$ cat config.mk
export PLATFORM = sky130hd
export DESIGN_NAME = mem_port_arbiter
export DESIGN_NICKNAME = d
export VERILOG_FILES = /design/src/rtl/mem_port_arbiter.sv
export SDC_FILE = /design/constraint.sdc
export NUM_CORES = 1
export LEC_CHECK = 0
export CORE_AREA = 2 2 137 139
export CTS_CLUSTER_DIAMETER = 30
export CTS_CLUSTER_SIZE = 16
export DETAILED_ROUTE_END_ITERATION = 8
export DIE_AREA = 0 0 139 141
export PLACE_DENSITY = 0.68
export SLEW_MARGIN = 20
export SYNTH_ARGS = -nofsm -noshare
export SYNTH_HDL_FRONTEND = slang
export SYNTH_SLANG_ARGS = --single-unit
$ cat constraint.sdc
create_clock -name clk -period 3.79 [get_ports clk]
set_clock_uncertainty 0.05 [all_clocks]
set_input_delay 0.5685 -clock clk [delete_from_list [all_inputs] [get_ports clk]]
set_output_delay 0.5685 -clock clk [all_outputs]
set_load 0.02 [all_outputs]
$ cat src/rtl/mem_port_arbiter.sv
// mem_port_arbiter
//   Shares the single data_memory port between the data-cache path (D),
//   the instruction refill path (I) and the store-buffer drain (SB).
//   One transaction at a time: arbitrate in IDLE, latch the winner's
//   request, wait MEM_LATENCY cycles, then perform the access for exactly
//   one cycle while pulsing the winner's ready.
//
//   Handshake: a requester raises *_req with its fields and holds them
//   until its *_ready pulse; requests are sampled only while IDLE, the
//   fields are latched on the accept edge, and *_ready is a single-cycle
//   pulse in ACCESS (read data valid only during that pulse). A request
//   dropped after accept still completes and still pulses ready.
//
//   Build option: MEM_ARB_ROUND_ROBIN_EN selects round-robin arbitration
//   (D -> I -> SB, starting after the last winner). Without it, fixed
//   priority D > I > SB with a store-buffer starvation guard.
//
//   Ports
//     clk, reset                 clock, synchronous active-high reset
//     d_req/d_we/d_addr/d_wdata/d_be, d_ready/d_rdata   data-cache side
//     i_req/i_addr, i_ready/i_rdata                     refill side (read)
//     sb_req/sb_addr/sb_data/sb_be, sb_ready            store buffer (write)
//     mem_read_en/mem_write_en/mem_addr/mem_wdata/mem_byte_en, mem_rdata
//                                                       data_memory side
//     busy                       high in WAIT or ACCESS
//     grant                      current owner 0=D 1=I 2=SB 3=none
//     dbg_state                  FSM state (0 IDLE, 1 WAIT, 2 ACCESS)
module mem_port_arbiter #(
  parameter int MEM_LATENCY  = 4,
  parameter int STARVE_LIMIT = 8
) (
  input  logic        clk,
  input  logic        reset,
  input  logic        d_req,
  input  logic        d_we,
  input  logic [31:0] d_addr,
  input  logic [31:0] d_wdata,
  input  logic [3:0]  d_be,
  output logic        d_ready,
  output logic [31:0] d_rdata,
  input  logic        i_req,
  input  logic [31:0] i_addr,
  output logic        i_ready,
  output logic [31:0] i_rdata,
  input  logic        sb_req,
  input  logic [31:0] sb_addr,
  input  logic [31:0] sb_data,
  input  logic [3:0]  sb_be,
  output logic        sb_ready,
  output logic        mem_read_en,
  output logic        mem_write_en,
  output logic [31:0] mem_addr,
  output logic [31:0] mem_wdata,
  output logic [3:0]  mem_byte_en,
  input  logic [31:0] mem_rdata,
  output logic        busy,
  output logic [1:0]  grant,
  output logic [1:0]  dbg_state
);

  typedef enum logic [1:0] {
    S_IDLE   = 2'd0,
    S_WAIT   = 2'd1,
    S_ACCESS = 2'd2
  } state_t;

  localparam logic [1:0] OWN_D    = 2'd0;
  localparam logic [1:0] OWN_I    = 2'd1;
  localparam logic [1:0] OWN_SB   = 2'd2;
  localparam logic [1:0] OWN_NONE = 2'd3;

  // The accept edge itself counts as the first latency cycle and the
  // WAIT->ACCESS step as the last, hence the "- 2".
  localparam logic [3:0] WAIT_INIT = (MEM_LATENCY >= 2) ? 4'(MEM_LATENCY - 2) : 4'd0;

  state_t      state_q, state_d;
  logic [3:0]  wait_q, wait_d;
  logic [1:0]  owner_q, owner_d;
  logic        we_q, we_d;
  logic [31:0] addr_q, addr_d;
  logic [31:0] wdata_q, wdata_d;
  logic [3:0]  be_q, be_d;
  logic [1:0]  winner;

`ifdef MEM_ARB_ROUND_ROBIN_EN
  // rr_q holds the requester the next search starts from.
  logic [1:0] rr_q, rr_d;

  always_comb begin
    winner = OWN_NONE;
    case (rr_q)
      OWN_I:   winner = i_req  ? OWN_I  : sb_req ? OWN_SB : d_req  ? OWN_D : OWN_NONE;
      OWN_SB:  winner = sb_req ? OWN_SB : d_req  ? OWN_D  : i_req  ? OWN_I : OWN_NONE;
      default: winner = d_req  ? OWN_D  : i_req  ? OWN_I  : sb_req ? OWN_SB : OWN_NONE;
    endcase
  end

  always_comb begin
    rr_d = rr_q;
    if (state_q == S_IDLE && winner != OWN_NONE) begin
      rr_d = (winner == OWN_SB) ? OWN_D : winner + 2'd1;
    end
  end

  always_ff @(posedge clk) begin
    if (reset) rr_q <= OWN_D;
    else       rr_q <= rr_d;
  end
`else
  localparam logic [3:0] STARVE_LIM = 4'(STARVE_LIMIT);
  logic [3:0] starve_q, starve_d;

  always_comb begin
    winner = OWN_NONE;
    if (sb_req && starve_q >= STARVE_LIM) winner = OWN_SB;
    else if (d_req)                       winner = OWN_D;
    else if (i_req)                       winner = OWN_I;
    else if (sb_req)                      winner = OWN_SB;
  end

  // Counts consecutive IDLE accepts that SB lost while requesting; any
  // IDLE cycle without sb_req, or an SB grant, restarts the count.
  always_comb begin
    starve_d = starve_q;
    if (state_q == S_IDLE) begin
      if (!sb_req || winner == OWN_SB) starve_d = 4'd0;
      else if (starve_q != 4'hF)       starve_d = starve_q + 4'd1;
    end
  end

  always_ff @(posedge clk) begin
    if (reset) starve_q <= 4'd0;
    else       starve_q <= starve_d;
  end
`endif

  // Next-state and request latch.
  always_comb begin
    state_d = state_q;
    wait_d  = wait_q;
    owner_d = owner_q;
    we_d    = we_q;
    addr_d  = addr_q;
    wdata_d = wdata_q;
    be_d    = be_q;
    case (state_q)
      S_IDLE: begin
        if (winner != OWN_NONE) begin
          owner_d = winner;
          case (winner)
            OWN_D: begin
              we_d    = d_we;
              addr_d  = d_addr;
              wdata_d = d_we ? d_wdata : 32'd0;
              be_d    = d_we ? d_be : 4'd0;
            end
            OWN_I: begin
              we_d    = 1'b0;
              addr_d  = i_addr;
              wdata_d = 32'd0;
              be_d    = 4'd0;
            end
            default: begin
              we_d    = 1'b1;
              addr_d  = sb_addr;
              wdata_d = sb_data;
              be_d    = sb_be;
            end
          endcase
          if (MEM_LATENCY == 1) begin
            state_d = S_ACCESS;
          end else begin
            state_d = S_WAIT;
            wait_d  = WAIT_INIT;
          end
        end
      end
      S_WAIT: begin
        if (wait_q == 4'd0) state_d = S_ACCESS;
        else                wait_d  = wait_q - 4'd1;
      end
      S_ACCESS: begin
        state_d = S_IDLE;
        owner_d = OWN_NONE;
      end
      default: begin
        state_d = S_IDLE;
        owner_d = OWN_NONE;
      end
    endcase
  end

  always_ff @(posedge clk) begin
    if (reset) begin
      state_q <= S_IDLE;
      wait_q  <= 4'd0;
      owner_q <= OWN_NONE;
      we_q    <= 1'b0;
      addr_q  <= 32'd0;
      wdata_q <= 32'd0;
      be_q    <= 4'd0;
    end else begin
      state_q <= state_d;
      wait_q  <= wait_d;
      owner_q <= owner_d;
      we_q    <= we_d;
      addr_q  <= addr_d;
      wdata_q <= wdata_d;
      be_q    <= be_d;
    end
  end

  // Memory port and completion outputs are only non-zero in ACCESS.
  always_comb begin
    mem_read_en  = 1'b0;
    mem_write_en = 1'b0;
    mem_addr     = 32'd0;
    mem_wdata    = 32'd0;
    mem_byte_en  = 4'd0;
    d_ready      = 1'b0;
    i_ready      = 1'b0;
    sb_ready     = 1'b0;
    d_rdata      = 32'd0;
    i_rdata      = 32'd0;
    if (state_q == S_ACCESS) begin
      mem_read_en  = ~we_q;
      mem_write_en = we_q;
      mem_addr     = addr_q;
      mem_wdata    = wdata_q;
      mem_byte_en  = be_q;
      d_ready      = (owner_q == OWN_D);
      i_ready      = (owner_q == OWN_I);
      sb_ready     = (owner_q == OWN_SB);
      if (!we_q && owner_q == OWN_D) d_rdata = mem_rdata;
      if (!we_q && owner_q == OWN_I) i_rdata = mem_rdata;
    end
  end

  assign busy      = (state_q != S_IDLE);
  assign grant     = (state_q == S_IDLE) ? OWN_NONE : owner_q;
  assign dbg_state = state_q;

endmodule

==> run_results.csv, run 1 <==
group,metric,value,unit
outcome,status,"complete, no violations",
timing,hold_viol,0,
drt,first_pass_iters,5,
drt,drtIter0Drc,319,
floorplan,core,18270,µm²
synthesis,synthCells,676,
timing,fmax,340.2,MHz
power_and_ir_drop,ir_drop,0.0001701,V
hold_path,holdCritStartpoint,"starve_q[2]",
timing,setup-violations-final,0,
drt,vias_per_cell,5.233,
global_route,globalRoute.totalOverflow,0,
floorplan,io_pins,348,
synthesis,synth_area,5305,µm²
cts,clk_latency,330,ps
critical_path,end_kind,"primary output",
timing,setup_ws,850.9,ps
timing,fin_crit,2939,ps
global_route,grt_pass1_wl,32270,µm
hold_path,holdPathEnd,"starve_q[2]",
timing,slew_violations,0,
hold_path,hold_depth,2,
global_route,antenna_found_initial,0,
critical_path,start_kind,"register",
power_and_ir_drop,pwr_density_cell,303.5,nW/µm²
placed_design,portBuffers,347,
synthesis,synth_top_area_share,0.3057,
finish,fillers,1788,
synthesis,ys_ff_latch,81,
timing,fin_setup_tns,0,ps
critical_path,reg2reg_slack,1820,ps
synthesis,ys_warn_count,0,
floorplan,die_area,19600,µm²
global_route,grt_usage,0.2029,
cts,cts_tree,"done",
synthesis,seq_area_frac_synth,0.3057,
cts,cts_inserted_buffers,9,
synthesis,synth_top_area_cell,"dfxtp_1",
power_and_ir_drop,power.leakage,3.512,nW
synthesis,synthArstFlopShare,0,
synthesis,synth_enable_flop_cells,0,
placed_design,gp_congestion,0.8121,
timing,period_share,0.7755,
cts,root_buffer,"clkbuf_16",
drt,drt_wl_total,20990,µm
hold_path,min_path_type,"reg2reg",
cts,cts_resized,0,
synthesis,post_synth_num_cell_types,37,
floorplan,dieHeight,141,µm
critical_path,reg2reg_to,"wait_q[1]",
critical_path,cp_max_fo,133,
drt,vias,6280,
run,drv_cap,0,
synthesis,ys.flop_type,"dfxtp_1",
power_and_ir_drop,finalPower,2.778,mW
timing,rsz0062_at_grt,"no",
cts,postCtsSetupBuffers,0,
floorplan,start_util,0.2904,
finish,finalInstanceArea,9154,µm²
finish,syn_to_final_growth,72.55,%
critical_path,crit_arrival,2320,ps
timing,slew_headroom,0.3784,
finish,layout-drive-gt1-share,0.05901,
floorplan,num_rows,50,
cts,hold_buffers,0,
synthesis,synth_area_leaders,"dfxtp_1 31%, and2_1 8.4%, and3_1 7.7%",
global_route,first_global_vias,5872,
critical_path,rr_startpoint,"dbg_state[0]",
placed_design,dp_hpwl,14640,µm
critical_path,reg2reg_depth,4,
finish,n_antenna_cell,0,
finish,nNetsFinal,1171,
finish,fin_util,0.5011,
cts,h-tree-depth,3,
critical_path,path_class,"reg2out",
synthesis,synth_nets,886,
placed_design,placed_area,8879,µm²
drt,post-route-drc-count,0,
drt,wl_per_cell,17.49,µm
floorplan,die_w,139,µm
critical_path,crit_required,3170,ps
drt,antenna_left,0,
synthesis,syn_avg_cell_area,7.848,µm²
cts,clk_pin_slew,60,ps
cts,clockBufferDepth,2,
cts,clock_sinks,81,
timing,worstMarginPinSlew,932.4,ps
placed_design,pre_cts_slack,812.4,ps
global_route,grt_max_degree,134,
-- state kept, by name, indices dropped and copies added, names as in the netlist --
| name | flops |
|---|---|
| owner_q | 2 |
| be_q | 4 |
| wdata_q | 32 |
| wait_q | 4 |
| addr_q | 32 |
| dbg_state | 2 |
| we_q | 1 |
| starve_q | 4 |
-- cell usage in the layout, fill, tap and decap left out, drive strengths merged, types with 5 or more instances in the layout --
cell type / netlist / final
nor3b: 5 / 5
nor2: 8 / 8
a32oi: 36 / 36
a311oi: 33 / 33
and3: 65 / 65
nand2: 71 / 71
a211oi: 37 / 37
a21o: 33 / 33
clkdlybuf4s50: 0 / 345
nand2b: 5 / 5
dfxtp: 81 / 81
inv: 6 / 6
clkbuf: 72 / 13
buf: 13 / 14
and2: 72 / 72
a21oi: 76 / 76
nand3b: 32 / 32
-- critical path: stages (launching register included) --
cell	delay, ps
dfxtp_1	510
nor2b_4	230
buf_12	370
and2_1	210
clkdlybuf4s50_1	640
-- cell usage after synthesis, types with 3 or more instances --
cell and instances:
nand2_1 71, a211oi_1 17, nand4_1 3, buf_6 4, a32oi_1 36, nor2b_1 4
and2_1 71, o21ai_0 3, clkbuf_1 72, dfxtp_1 81, a311oi_1 33, a21o_1 33
nor2_1 8, ha_1 4, nand3b_1 32, and3_1 65, a21oi_1 76, buf_2 7
nor3b_1 5, a211oi_2 20, inv_1 5, nor3_1 3, nand2b_1 5
-- kinds of logic (layout without fill, tap and decap cells) --
group	count (synthesis)	count (layout)	synth area share
adder cells (fa/ha/maj)	4	4	0.009434
buffers and inverters	91	381	0.07170
flip-flops	81	81	0.3057
AND/OR/NAND/NOR	276	276	0.2976
AO/OA/AOI/OAI	224	224	0.3156
-- per-stage QoR --
| step | instances | hold WS, ps |
|---|---|---|
| after global placement | 1184 | 419.1 |
| after detailed placement | 1184 | 428.2 |
| final | 1200 | 433.7 |
| after floorplan | 676 | 399.5 |
| after global routing | 1200 | 457.7 |
| after CTS | 1200 | 436.6 |
-- report_power, final --
| group | internal, mW | switching [mW] |
|---|---|---|
| registers | 0.980 | 0.0746 |
| clock network | 0.477 | 0.340 |
| logic | 0.452 | 0.456 |
| total | 1.91 | 0.870 |
-- per-layer routing --
metal	routed length [µm]	global-route usage	vias to the layer above
met4	358	0.06964	0
met1	8487	0.2440	2949
met2	10800	0.3604	244
met3	1341	0.04246	23
li1	-	-	3064
met5	0	0	-
-- final cells by class --
| class | count | area, µm² | share of cell area |
|---|---|---|---|
| Inverter | 6 | 22.52 | 0.002460 |
| Multi-Input combinational cell | 504 | 3348 | 0.3658 |
| Sequential cell | 81 | 1622 | 0.1771 |
| Clock buffer | 13 | 260.3 | 0.02843 |
| Timing Repair Buffer | 359 | 3593 | 0.3926 |
| Clock inverter | 3 | 15.01 | 0.001640 |
| Tap cell | 234 | 292.8 | 0.03198 |
-- worst max-delay path by stage --
stage | from | endpoint | slack (ps) | depth (start not counted)
2_1_floorplan | dbg_state[1] | i_rdata[30] | 1550 | 4
3_5_place_dp | sb_req | addr_q[27] | 810 | 4
3_3_place_gp | sb_req | addr_q[28] | 860 | 4
5_1_grt | dbg_state[1] | i_rdata[22] | 680 | 4
4_1_cts | dbg_state[1] | d_rdata[17] | 820 | 4
6_report | dbg_state[1] | mem_addr[12] | 850 | 4
(Power assumes the default switching activity.)
==> inputs of run 2 (changes only) <==
--- a/config.mk
+++ b/config.mk
@@ -5,12 +5,12 @@
 export SDC_FILE = /design/constraint.sdc
 export NUM_CORES = 1
 export LEC_CHECK = 0
-export CORE_AREA = 2 2 137 139
+export CORE_AREA = 2 2 134 136
 export CTS_CLUSTER_DIAMETER = 30
 export CTS_CLUSTER_SIZE = 16
 export DETAILED_ROUTE_END_ITERATION = 8
-export DIE_AREA = 0 0 139 141
-export PLACE_DENSITY = 0.68
+export DIE_AREA = 0 0 136 138
+export PLACE_DENSITY = 0.73
 export SLEW_MARGIN = 20
 export SYNTH_ARGS = -nofsm -noshare
 export SYNTH_HDL_FRONTEND = slang
==> constraint.sdc (replaced) <==
create_clock -name clk -period 2.62 [get_ports clk]
set_clock_uncertainty 0.05 [all_clocks]
set_input_delay 0.393 -clock clk [delete_from_list [all_inputs] [get_ports clk]]
set_output_delay 0.393 -clock clk [all_outputs]
set_load 0.02 [all_outputs]
==> run_results.csv, run 2 (synthesized netlist as in run 1, its figures left out) <==
group,metric,value,unit
floorplan,num_rows,49,
cts,h-tree-depth,3,
cts,cts_inserted_buffers,9,
timing,period_share,0.9631,
finish,syn_to_final_growth,75.52,%
global_route,antenna_found_initial,0,
timing,slew_violations,0,
power_and_ir_drop,pwr_density_cell,445.5,nW/µm²
placed_design,dp_hpwl,15560,µm
critical_path,cpPeakStageDelay,630,ps
critical_path,end_kind,"primary output",
finish,multi_input_area,3348,µm²
global_route,first_global_vias,6110,
cts,cts_tree,"done",
timing,fin_setup_tns,0,ps
finish,fillers,1660,
drt,post-route-drc-count,0,
global_route,grt_usage,0.2224,
floorplan,dieHeight,138,µm
critical_path,worstPathCellList,"nor2b_4, buf_12, and2_1, clkdlybuf4s50_1",
power_and_ir_drop,power.leakage,3.624,nW
finish,biggestRegsByFlops,"addr_q (32), wdata_q (32)",
power_and_ir_drop,ir_drop,0.0003431,V
finish,n_antenna_cell,0,
finish,layout-drive-gt1-share,0.07070,
cts,clock_sinks,81,
finish,nNetsFinal,1182,
drt,first_pass_iters,5,
cts,root_buffer,"clkbuf_16",
drt,vias,6308,
timing,slew_headroom,0.6632,
timing,worstMarginPinSlew,505.3,ps
critical_path,rr_startpoint,"dbg_state[0]",
drt,antenna_left,0,
hold_path,min_path_type,"reg2reg",
cts,clockBufferDepth,2,
drt,vias_per_cell,5.235,
floorplan,io_pins,348,
drt,drt_wl_total,21830,µm
cts,clk_pin_slew,60,ps
finish,fin_util,0.5310,
placed_design,portBuffers,347,
floorplan,core,17530,µm²
critical_path,crit_arrival,2080,ps
floorplan,die_w,136,µm
timing,setup-violations-final,0,
global_route,grt_max_degree,86,
finish,register_area,1624,µm²
critical_path,cp_max_fo,48,
global_route,globalRoute.totalOverflow,0,
timing,fin_crit,2523,ps
critical_path,path_class,"reg2out",
drt,drtIter0Drc,379,
cts,clk_latency,330,ps
critical_path,cp_slowest_cell,"clkdlybuf4s50_1",
finish,final_cell_mix,"343 x clkdlybuf4s50_1, 79 x dfxtp_1, 76 x a21oi_1, 71 x and2_1, 71 x nand2_1",
timing,fmax,396.3,MHz
timing,hold_viol,0,
placed_design,gp_congestion,0.8134,
critical_path,crit_required,2180,ps
finish,layout_commonest_cell,"clkdlybuf4s50_1",
floorplan,die_area,18770,µm²
critical_path,crit_start,"dbg_state[1]",
critical_path,start_kind,"register",
run,drv_cap,0,
outcome,status,"complete, no violations",
critical_path,critPathTopFamily,"buffers and inverters",
cts,hold_buffers,0,
hold_path,holdCritStartpoint,"starve_q[2]",
drt,wl_per_cell,18.12,µm
critical_path,path_buf_inv,2,
floorplan,start_util,0.3026,
global_route,grt_pass1_wl,33240,µm
-- run 2: cell count changes in the layout (fill, tap and decap cells not counted), moves of 2 or more --
cell             before  now
buf_4                10   15
buf_12                3    7
clkbuf_8              2    0
clkdlybuf4s50_1     345  343
dfxtp_1              81   79
dfxtp_2               0    2
dlymetal6s2s_1        0    2
-- run 2: routing by layer --
metal | GRT usage | wire length, µm | vias to the layer above
li1 | - | - | 3080
met1 | 0.2558 | 8556 | 2926
met2 | 0.4007 | 11060 | 260
met3 | 0.04180 | 1502 | 42
met4 | 0.08827 | 716 | 0
met5 | 0 | 0 | -
-- run 2: layout make-up --
class                           instances  share of cell area
Clock inverter                          4            0.004837
Clock buffer                           11             0.02499
Multi-Input combinational cell        504              0.3596
Timing Repair Buffer                  370              0.4030
Tap cell                              229             0.03077
Sequential cell                        81              0.1744
Inverter                                6            0.002419
-- run 2: per-stage QoR --
stage	total power [mW]	setup WS (ps)	hold slack [ps]	cells	cell area, µm²
after floorplan	2.283	559.3	399.5	676	5305
after global placement	2.897	338.7	414.1	1189	8997
after detailed placement	2.923	288.0	422.4	1189	8997
after CTS	4.162	23.00	432.8	1204	9276
after global routing	4.376	-6.631	449.8	1205	9311
final	4.149	96.78	439.8	1205	9311
-- run 2: power by group --
part           leakage [nW]  switching, mW  internal [mW]
clock network         0.139          0.505          0.729
logic                  2.81          0.687          0.704
registers             0.671          0.105           1.42
-- run 2: tightest hold or removal path, cell delays in order (launching register included) --
cell	delay (ps)
dfxtp_1	330
nand2_1	60
a21oi_1	50
-- run 2: final timing paths --
check                           cells past startpoint           end  slack (ps)
worst min-delay path                                2   starve_q[2]         440
worst max register to register                      5    wdata_q[1]         740
worst min register to register                      2   starve_q[2]         440
worst max-delay path                                4  mem_write_en         100
-- run 2: timing repair --
item / 4_1_cts / 5_1_grt
gates cloned: 0 / 1
endpoints found under the setup margin: 80 / 75
gates resized for setup: 1 / 4
setup buffers: 0 / 0
pin swaps: 0 / 0
==> inputs of run 3 (changes only) <==
--- a/config.mk
+++ b/config.mk
@@ -7,7 +7,7 @@
 export LEC_CHECK = 0
 export CORE_AREA = 2 2 134 136
 export CTS_CLUSTER_DIAMETER = 30
-export CTS_CLUSTER_SIZE = 16
+export CTS_CLUSTER_SIZE = 30
 export DETAILED_ROUTE_END_ITERATION = 8
 export DIE_AREA = 0 0 136 138
 export PLACE_DENSITY = 0.73
==> results of run 3 <==
No change in the layout: final DEF, timing and power equal those of run 2.
